File: src/rtl/m65_kb_pkg.sv
// Shared types and scancode table for the MEGA65 matrix-to-scancode block.
// Optional typematic repeat is enabled by defining M65_TYPEMATIC_EN.
package m65_kb_pkg;

  localparam int NUM_KEYS_DEFAULT = 72;

  localparam int IDX_INSDEL  = 0;
  localparam int IDX_RETURN  = 1;
  localparam int IDX_CRSR_LR = 2;
  localparam int IDX_A       = 10;

  typedef enum logic [2:0] {
    ST_IDLE,
    ST_SCAN,
    ST_LOOKUP,
    ST_EMIT,
    ST_GAP
  } state_e;

  // {ext, code}; code 0x00 marks an unmapped position
  localparam logic [8:0] SC_ROM [0:NUM_KEYS_DEFAULT-1] = '{
    9'h066, 9'h05A, 9'h174, 9'h083,
    9'h005, 9'h004, 9'h003, 9'h172,
    9'h026, 9'h01D, 9'h01C, 9'h025,
    9'h01A, 9'h01B, 9'h024, 9'h012,
    9'h02E, 9'h02D, 9'h023, 9'h036,
    9'h021, 9'h02B, 9'h02C, 9'h022,
    9'h03D, 9'h035, 9'h034, 9'h03E,
    9'h032, 9'h033, 9'h03C, 9'h02A,
    9'h046, 9'h043, 9'h03B, 9'h045,
    9'h03A, 9'h042, 9'h044, 9'h031,
    9'h055, 9'h04D, 9'h04B, 9'h04E,
    9'h049, 9'h04C, 9'h054, 9'h041,
    9'h05D, 9'h05B, 9'h052, 9'h16C,
    9'h059, 9'h000, 9'h00E, 9'h04A,
    9'h016, 9'h000, 9'h014, 9'h01E,
    9'h029, 9'h11F, 9'h015, 9'h076,
    9'h07E, 9'h00D, 9'h011, 9'h000,
    9'h001, 9'h078, 9'h000, 9'h000
  };

endpackage

File: src/rtl/m65_scancode_rom.sv
// Registered matrix-index to {ext, code} lookup.
// One cycle of read latency; out-of-table indices read as unmapped.
module m65_scancode_rom
  import m65_kb_pkg::*;
#(
  parameter int NUM_KEYS = NUM_KEYS_DEFAULT,
  parameter int AW       = $clog2(NUM_KEYS)
) (
  input  logic          clk,
  input  logic          rst_n,
  input  logic [AW-1:0] addr_i,
  output logic [8:0]    data_o
);

  localparam int DEPTH =
    (NUM_KEYS < NUM_KEYS_DEFAULT) ? NUM_KEYS : NUM_KEYS_DEFAULT;

  // read the table one cycle after the address is presented
  always_ff @(posedge clk or negedge rst_n) begin
    if (!rst_n) begin
      data_o <= '0;
    end else if (addr_i < AW'(DEPTH)) begin
      data_o <= SC_ROM[addr_i];
    end else begin
      data_o <= '0;
    end
  end

endmodule

File: src/rtl/m65_matrix_to_scancode.sv
// Turns MEGA65 matrix frames into PS/2 set-2 style make/break events.
// Define M65_TYPEMATIC_EN to add held-key auto-repeat.
module m65_matrix_to_scancode
  import m65_kb_pkg::*;
#(
  parameter int NUM_KEYS   = NUM_KEYS_DEFAULT,
  parameter int GAP_CYCLES = 16
`ifdef M65_TYPEMATIC_EN
  , parameter int REPEAT_DELAY = 25_000_000
  , parameter int REPEAT_RATE  = 5_000_000
`endif
) (
  input  logic                clk,
  input  logic                rst_n,
  input  logic [NUM_KEYS-1:0] matrix,
  input  logic                matrix_valid,
  output logic                kb_interrupt,
  output logic [7:0]          scancode,
  output logic                extended,
  output logic                released,
  output logic                busy,
  output logic                overrun
);

  localparam int IW = $clog2(NUM_KEYS);
  localparam int GW = $clog2(GAP_CYCLES + 1);
  localparam logic [IW-1:0] LAST_IDX = IW'(NUM_KEYS - 1);

  state_e              state_q;
  logic [NUM_KEYS-1:0] snap_q;
  logic [NUM_KEYS-1:0] prev_q;
  logic [IW-1:0]       idx_q;
  logic [GW-1:0]       gap_q;
  logic [8:0]          rom_data;
  logic                changed;
  logic                unmapped;
  logic                adv;

`ifdef M65_TYPEMATIC_EN
  logic          rep_vld_q;
  logic [IW-1:0] rep_idx_q;
  logic [8:0]    rep_code_q;
  logic [31:0]   rep_cnt_q;
  logic          rep_fire;

  assign rep_fire = rep_vld_q && (rep_cnt_q == '0) &&
                    (state_q == ST_IDLE) && !matrix_valid &&
                    !prev_q[rep_idx_q];
`endif

  m65_scancode_rom #(
    .NUM_KEYS (NUM_KEYS)
  ) u_rom (
    .clk    (clk),
    .rst_n  (rst_n),
    .addr_i (idx_q),
    .data_o (rom_data)
  );

  assign changed  = snap_q[idx_q] != prev_q[idx_q];
  assign unmapped = rom_data[7:0] == 8'h00;
  assign busy     = state_q != ST_IDLE;
  assign overrun  = matrix_valid & busy;

  // step to the next index without spending an extra cycle
  always_comb begin
    adv = 1'b0;
    unique case (state_q)
      ST_SCAN:   adv = !changed;
      ST_LOOKUP: adv = unmapped;
      ST_GAP:    adv = gap_q == '0;
      default:   adv = 1'b0;
    endcase
  end

  // scan FSM with registered event outputs
  always_ff @(posedge clk or negedge rst_n) begin
    if (!rst_n) begin
      state_q      <= ST_IDLE;
      snap_q       <= '1;
      prev_q       <= '1;
      idx_q        <= '0;
      gap_q        <= '0;
      kb_interrupt <= 1'b0;
      scancode     <= 8'h00;
      extended     <= 1'b0;
      released     <= 1'b0;
`ifdef M65_TYPEMATIC_EN
      rep_vld_q    <= 1'b0;
      rep_idx_q    <= '0;
      rep_code_q   <= '0;
      rep_cnt_q    <= '0;
`endif
    end else begin
      kb_interrupt <= 1'b0;
`ifdef M65_TYPEMATIC_EN
      if (rep_vld_q && rep_cnt_q != '0)
        rep_cnt_q <= rep_cnt_q - 1'b1;
`endif
      unique case (state_q)
        ST_IDLE: begin
          if (matrix_valid) begin
            snap_q  <= matrix;
            idx_q   <= '0;
            state_q <= ST_SCAN;
          end
`ifdef M65_TYPEMATIC_EN
          if (rep_fire) begin
            kb_interrupt <= 1'b1;
            scancode     <= rep_code_q[7:0];
            extended     <= rep_code_q[8];
            released     <= 1'b0;
            rep_cnt_q    <= 32'(REPEAT_RATE - 1);
          end
`endif
        end
        ST_SCAN: begin
          if (changed)
            state_q <= ST_LOOKUP;
        end
        ST_LOOKUP: begin
          if (unmapped) begin
            prev_q[idx_q] <= snap_q[idx_q];
          end else begin
            state_q      <= ST_EMIT;
            kb_interrupt <= 1'b1;
            scancode     <= rom_data[7:0];
            extended     <= rom_data[8];
            released     <= snap_q[idx_q];
`ifdef M65_TYPEMATIC_EN
            rep_vld_q    <= !snap_q[idx_q];
            rep_idx_q    <= idx_q;
            rep_code_q   <= rom_data;
            rep_cnt_q    <= 32'(REPEAT_DELAY - 1);
`endif
          end
        end
        ST_EMIT: begin
          prev_q[idx_q] <= snap_q[idx_q];
          gap_q         <= GW'(GAP_CYCLES - 1);
          state_q       <= ST_GAP;
        end
        ST_GAP: begin
          if (!adv)
            gap_q <= gap_q - 1'b1;
        end
        default: state_q <= ST_IDLE;
      endcase
      if (adv) begin
        if (idx_q == LAST_IDX) begin
          state_q <= ST_IDLE;
        end else begin
          idx_q   <= idx_q + 1'b1;
          state_q <= ST_SCAN;
        end
      end
    end
  end

endmodule

File: config.mk
export PLATFORM = sky130hd
export DESIGN_NAME = m65_matrix_to_scancode
export DESIGN_NICKNAME = d
export VERILOG_FILES = /design/src/rtl/m65_kb_pkg.sv /design/src/rtl/m65_scancode_rom.sv /design/src/rtl/m65_matrix_to_scancode.sv
export SDC_FILE = /design/constraint.sdc
export NUM_CORES = 1
export LEC_CHECK = 0
export BUFFER_PORTS_ARGS = -buffer_cell sky130_fd_sc_hd__buf_2
export CAP_MARGIN = 30
export CORE_MARGIN = 8
export CORE_UTILIZATION = 60
export DETAILED_ROUTE_END_ITERATION = 8
export PLACE_DENSITY = 0.8
export SLEW_MARGIN = 20
export SYNTH_ARGS = -nofsm -noshare
export SYNTH_HDL_FRONTEND = slang
export SYNTH_HIERARCHICAL = 1
export SYNTH_SLANG_ARGS = --single-unit
File: constraint.sdc
create_clock -name clk -period 4.4 [get_ports clk]
set_input_delay 0.22 -clock clk [delete_from_list [all_inputs] [get_ports clk]]
set_output_delay 0.22 -clock clk [all_outputs]
set_load 0.1 [all_outputs]
==> results_dict.tcl, run 1 <==
set metrics [dict create \
    path_clk_slew_ns 0.07 \
    setup_viol_count_final 0 \
    io_buffers 87 \
    final_max_slew_viol_count 0 \
    synth-main-ff-cell "dfstp_2" \
    hpwlAfterDp_um 16500 \
    post-cts-setup-buffers 0 \
    criticalPathCategory "reg -> reg" \
    fmaxAchievable_mhz 252.1 \
    fillers 1049 \
    r2r_cells 10 \
    min_delay_worst_endpoint "snap_q[0]$_DFFE_PN1P_" \
    rsz0062_at_grt "false" \
    place_congestion 0.9171 \
    drtPass1Iterations 6 \
    slowest_stage "dfrtp_2" \
    grt_usage 0.2716 \
    cts_buffers 17 \
    rows 46 \
    cp.required_ns 4.73 \
    period_share 0.9016 \
    powerDensity_mw_per_mm2 635.7 \
    grt_pass1_wl_um 44070 \
    crit_fanout 74 \
    path_cells "and2_0 -> a221oi_1 -> o211ai_1 -> o311ai_0 -> o211ai_1 -> buf_4 -> a21oi_1 -> o32a_1 -> nor2_1 -> mux2_2" \
    peakVddDrop_v 0.0006417 \
    ys_seq_elements 179 \
    synth-edff-count 0 \
    synth.distinct_cells 74 \
    syn_inst 996 \
    htreeDepth 4 \
    avgSynthCellArea_um2 9.860 \
    min_path_cells 3 \
    syn-num-nets 1082 \
    r2r_slack_ns 0.43 \
    cts_buffer_depth 2 \
    drive_above_1_share 0.3672 \
    ctsHoldBuffers 71 \
    min_period_ns 3.967 \
    die_h_um 143.9 \
    worstMarginPinSlew_ns 0.8044 \
    drtIter0Drc 920 \
    dr_total_vias 8199 \
    die_w_um 143.9 \
    via_per_inst 6.042 \
    synthArstFlopShare 1.000 \
    outcome "finished clean" \
    postLayoutCoreUtil 0.7354 \
    die-area_mm2 0.02072 \
    routedWlPerCell_um 19.97 \
    cts_tree "yes" \
    cp-start-kind "flip-flop" \
    wl_um 27100 \
    cpPeakStageDelay_ns 0.78 \
    synth_area_mm2 0.009821 \
    core_area_mm2 0.01594 \
    grt_pass1_vias 8369 \
    regToRegStartpoint "idx_q[0]$_DFF_PN0_" \
    synth_seq_area_share 0.4745 \
    overflow 0 \
    rr_endpoint "idx_q[1]$_DFF_PN0_" \
    leakagePower_nw 4.988 \
    min_from "matrix[0]" \
    hold_viol 0 \
    critPathBufInv 1 \
    slew-limit-headroom 0.4638 \
    drc_errors 0 \
    skew_ns 0.01345 \
    endpoint_kind "flip-flop" \
    cp_top_family "compound AO/OA/AOI/OAI gates" \
    nets 1214 \
    timing.critical_path.arrival_ns 4.29 \
    start_util 0.6160 \
    cts_sinks 179 \
    ant_nets 0 \
    crit_top_cell "o211ai_1" \
    clock_latency_ns 0.44 \
    ys_warn_count 6 \
    ios 88 \
    cap_viol_max_count 0 \
    power.total_mw 7.453 \
    antenna_found_initial 0 \
    areaGrowthSynthToFinish_pct 19.39 \
    root_buffer "clkbuf_16" \
    min_path_type "in -> reg" \
    insertedDiodeCount 0 \
    tns_ns 0 \
    postCtsResizedCells 0 \
    grt_max_degree 104 \
]
cell usage in the layout (no fill, tap or decap), types with 16 or more instances in the layout:
cell	count
nand2_1	311
buf_2	86
dlygate4sd3_1	71
mux4_2	24
mux2i_1	16
mux2_2	89
buf_4	26
dfstp_2	144
nor2_1	67
dfrtp_1	33
a21oi_1	16
clkbuf_16	17
o21ai_0	29
worst register-to-register path: stages, from the launching register on:
cell	delay, ns
dfrtp_2	0.78
and2_0	0.45
a221oi_1	0.18
o211ai_1	0.20
o311ai_0	0.17
o211ai_1	0.25
buf_4	0.58
a21oi_1	0.15
o32a_1	0.47
nor2_1	0.26
mux2_2	0.36
worst max path at each step:
stage,startpoint,to,cells past startpoint
6_report,idx_q[0]$_DFF_PN0_,idx_q[1]$_DFF_PN0_,10
5_1_grt,idx_q[0]$_DFF_PN0_,idx_q[1]$_DFF_PN0_,10
4_1_cts,idx_q[0]$_DFF_PN0_,idx_q[1]$_DFF_PN0_,10
3_5_place_dp,idx_q[0]$_DFF_PN0_,idx_q[1]$_DFF_PN0_,10
3_3_place_gp,idx_q[0]$_DFF_PN0_,idx_q[1]$_DFF_PN0_,10
2_1_floorplan,idx_q[0]$_DFF_PN0_,idx_q[1]$_DFF_PN0_,10
through the flow:
step                      hold WS (ns)  instances  cell area (um^2)  setup WS, ns
after global routing           0.03161       1357             11730        0.1684
after global placement          0.2716       1254             10400        0.5593
after floorplan               -0.07559        996              9821         1.177
after detailed placement        0.2851       1254             10400        0.4310
after CTS                    0.0001177       1357             11730        0.4266
final                          0.01674       1357             11730        0.4328
cells in the mapped netlist, drive strengths merged (15+ instances only):
master  instances  area share
inv            15      0.0060
o21ai          29       0.015
dfrtp          35       0.089
dfstp         144        0.39
nand2         312        0.12
clkbuf         41       0.016
mux2i          16       0.016
a21oi          17      0.0090
mux4           26       0.060
mux2           90        0.10
nor2           67       0.026
nor3           16      0.0087
buf            31       0.020
per-layer routing:
| metal | part of all wire | global-route usage |
|---|---|---|
| met1 | 0.42 | 0.3511 |
| met3 | 0.082 | 0.06669 |
| met2 | 0.47 | 0.4305 |
| met5 | 0 | 0 |
| met4 | 0.028 | 0.1096 |
layout make-up:
type,instances,area (um^2),area share
Clock buffer,17,425.4,0.03628
Clock inverter,15,186.4,0.01590
Inverter,16,62.56,0.005336
Multi-Input combinational cell,729,4751,0.4052
Sequential cell,179,4662,0.3976
Tap cell,216,270.3,0.02305
Timing Repair Buffer,185,1368,0.1166
cells by family (layout without fill, tap and decap cells):
group                      Yosys count  in the layout  synth area share
AOI/OAI and AO/OA                  117            117           0.08384
xor gates and xnor gates             5              5          0.004459
adders and majority gates           11             11           0.01401
buffers and inverters               88            233           0.04217
DFF                                179            179            0.4745
muxes                              132            132            0.1803
and+or+nand+nor                    464            464            0.2008
registers in the layout (all words and copies together), names as in the netlist:
signal,count
scancode,8
kb_interrupt,1
state_q,3
released,1
idx_q,7
gap_q,5
extended,1
prev_q,72
u_rom/data_o,9
snap_q,72
power breakdown:
part	leakage [nW]	internal [mW]	switching (mW)
logic	2.76	1.10	2.01
registers	1.93	2.36	0.413
clock network	0.302	0.821	0.744
total	4.99	4.28	3.17
No activity file was read; power rests on OpenSTA's default activity.
==> run 2, diff against run 1 <==
CORE_ASPECT_RATIO = 0.75   (was default)
GPL_TIMING_DRIVEN = 0   (was default)
==> results_dict.tcl, run 2 (synthesis results as in run 1) <==
set metrics [dict create \
    placed_cells 1294 \
    pwr-share-comb 0.448 \
    r2r_cells 10 \
    io_buffers 87 \
    nets 1258 \
    antenna_found_initial 0 \
    switching_share 0.4305 \
    criticalPathCategory "reg -> reg" \
    postLayoutCoreUtil 0.7414 \
    cp-start-kind "flip-flop" \
    min_from "matrix[0]" \
    cts_buffers 17 \
    min_path_type "in -> reg" \
    hpwlAfterDp_um 18650 \
    final_max_slew_viol_count 0 \
    crit_fanout 10 \
    cts_tree "yes" \
    rr_endpoint "prev_q[43]$_DFFE_PN1P_" \
    ant_nets 0 \
    post-route-cell-area_mm2 0.01187 \
    drtPass1Iterations 6 \
    cts_sinks 179 \
    root_buffer "clkbuf_16" \
    regToRegStartpoint "idx_q[2]$_DFF_PN0_" \
    die-area_mm2 0.02076 \
    r2r_slack_ns 0.22 \
    path_clk_slew_ns 0.07 \
    min_delay_worst_endpoint "snap_q[0]$_DFFE_PN1P_" \
    fmaxAchievable_mhz 239.0 \
    top_regs "prev_q: 72 flops, snap_q: 72 flops, u_rom/data_o: 9 flops" \
    layoutNonFillerInstCount 1396 \
    overflow 0 \
    areaGrowthSynthToFinish_pct 20.91 \
    routedWlPerCell_um 21.08 \
    place_congestion 0.9393 \
    layout_commonest_cell "nand2_1" \
    hold_viol 0 \
    cp.required_ns 4.78 \
    place_area_mm2 0.01057 \
    tns_ns 0 \
    skew_ns 0.01147 \
    grt_usage 0.2850 \
    cts_buffer_depth 2 \
    dr_total_vias 8488 \
    min_path_cells 3 \
    ios 88 \
    setup_viol_count_final 0 \
    via_per_inst 6.080 \
    drtIter0Drc 807 \
    clock_latency_ns 0.44 \
    pwr-share-seq 0.346 \
    outcome "finished clean" \
    htreeDepth 4 \
    slew-limit-headroom 0.3863 \
    grt_max_degree 102 \
    leakagePower_nw 5.049 \
    drc_errors 0 \
    cap_viol_max_count 0 \
    mostFrequentLayoutCells "nand2_1 (312), dfstp_2 (144), buf_2 (100)" \
    start_util 0.6132 \
    wl_um 29420 \
    min_period_ns 4.185 \
    powerDensity_mw_per_mm2 645.8 \
    core_area_mm2 0.01602 \
    endpoint_kind "flip-flop" \
    timing.critical_path.arrival_ns 4.56 \
    clockPowerShare 0.206 \
    rsz0062_at_grt "false" \
    p_int_mw 4.367 \
    ctsHoldBuffers 69 \
    die_w_um 163.7 \
    rows 40 \
    peakVddDrop_v 0.0003483 \
    postCtsResizedCells 0 \
    post-cts-setup-buffers 0 \
    period_share 0.9511 \
    switching_power_mw 3.301 \
    grt_pass1_vias 8426 \
    grt_pass1_wl_um 46310 \
    die_h_um 126.8 \
    worstMarginPinSlew_ns 0.9156 \
    drive_above_1_share 0.3519 \
]
==> run 2: per-stage QoR <==
step | total power [mW] | setup WS [ns] | hold WS, ns
5_1_grt | 8.040 | 0.1398 | 0.004110
3_5_place_dp | 5.917 | 0.3622 | 0.2330
4_1_cts | 7.549 | 0.3391 | 0.002424
6_report | 7.668 | 0.2152 | 0.01463
2_1_floorplan | 4.971 | 1.177 | -0.07559
3_3_place_gp | 5.836 | 0.3489 | 0.4082
==> run 2: cell type report <==
class,count,area [um^2]
Antenna cell,1,2.502
Clock buffer,19,464.2
Inverter,16,62.56
Multi-Input combinational cell,729,4757
Buffer,72,351.6
Tap cell,210,262.8
Timing Repair Buffer,157,1164
Fill cell,1083,4141
Sequential cell,179,4659
Clock inverter,13,150.1
==> run 2: worst max-delay path, cell delays in order, from the launching register on <==
cell and delay (ns):
dfrtp_1 0.34, buf_2 0.30, buf_1 0.55, buf_1 0.66
a221oi_1 0.21, o211ai_1 0.26, o311ai_0 0.20, o211ai_1 0.39
clkbuf_1 0.56, clkbuf_1 0.40, mux2_2 0.25
==> run 2: power by group through the flow <==
stage | Clock (mW) | Sequential [mW] | Combinational, mW
2_1_floorplan | 0 | 2.85 | 2.12
3_3_place_gp | 0 | 2.63 | 3.21
3_5_place_dp | 0 | 2.65 | 3.27
4_1_cts | 1.59 | 2.63 | 3.33
5_1_grt | 1.67 | 2.69 | 3.68
6_report | 1.58 | 2.65 | 3.43
==> run 2: how the worst max path moves through the flow <==
stage / from / endpoint / depth (start not counted)
after floorplan: idx_q[0]$_DFF_PN0_ / idx_q[1]$_DFF_PN0_ / 10
after global placement: idx_q[2]$_DFF_PN0_ / idx_q[1]$_DFF_PN0_ / 12
after detailed placement: idx_q[2]$_DFF_PN0_ / idx_q[1]$_DFF_PN0_ / 12
after CTS: idx_q[2]$_DFF_PN0_ / idx_q[1]$_DFF_PN0_ / 12
after global routing: idx_q[2]$_DFF_PN0_ / idx_q[1]$_DFF_PN0_ / 12
final: idx_q[2]$_DFF_PN0_ / prev_q[43]$_DFFE_PN1P_ / 10
==> run 2: layer usage <==
metal  track usage  up-vias  share of wire
met1        0.3956     4170           0.43
met4       0.08533        0          0.020
li1              -     3789              -
met3       0.08436       66          0.098
met5       0.01763        -              0
met2        0.4224      463           0.45
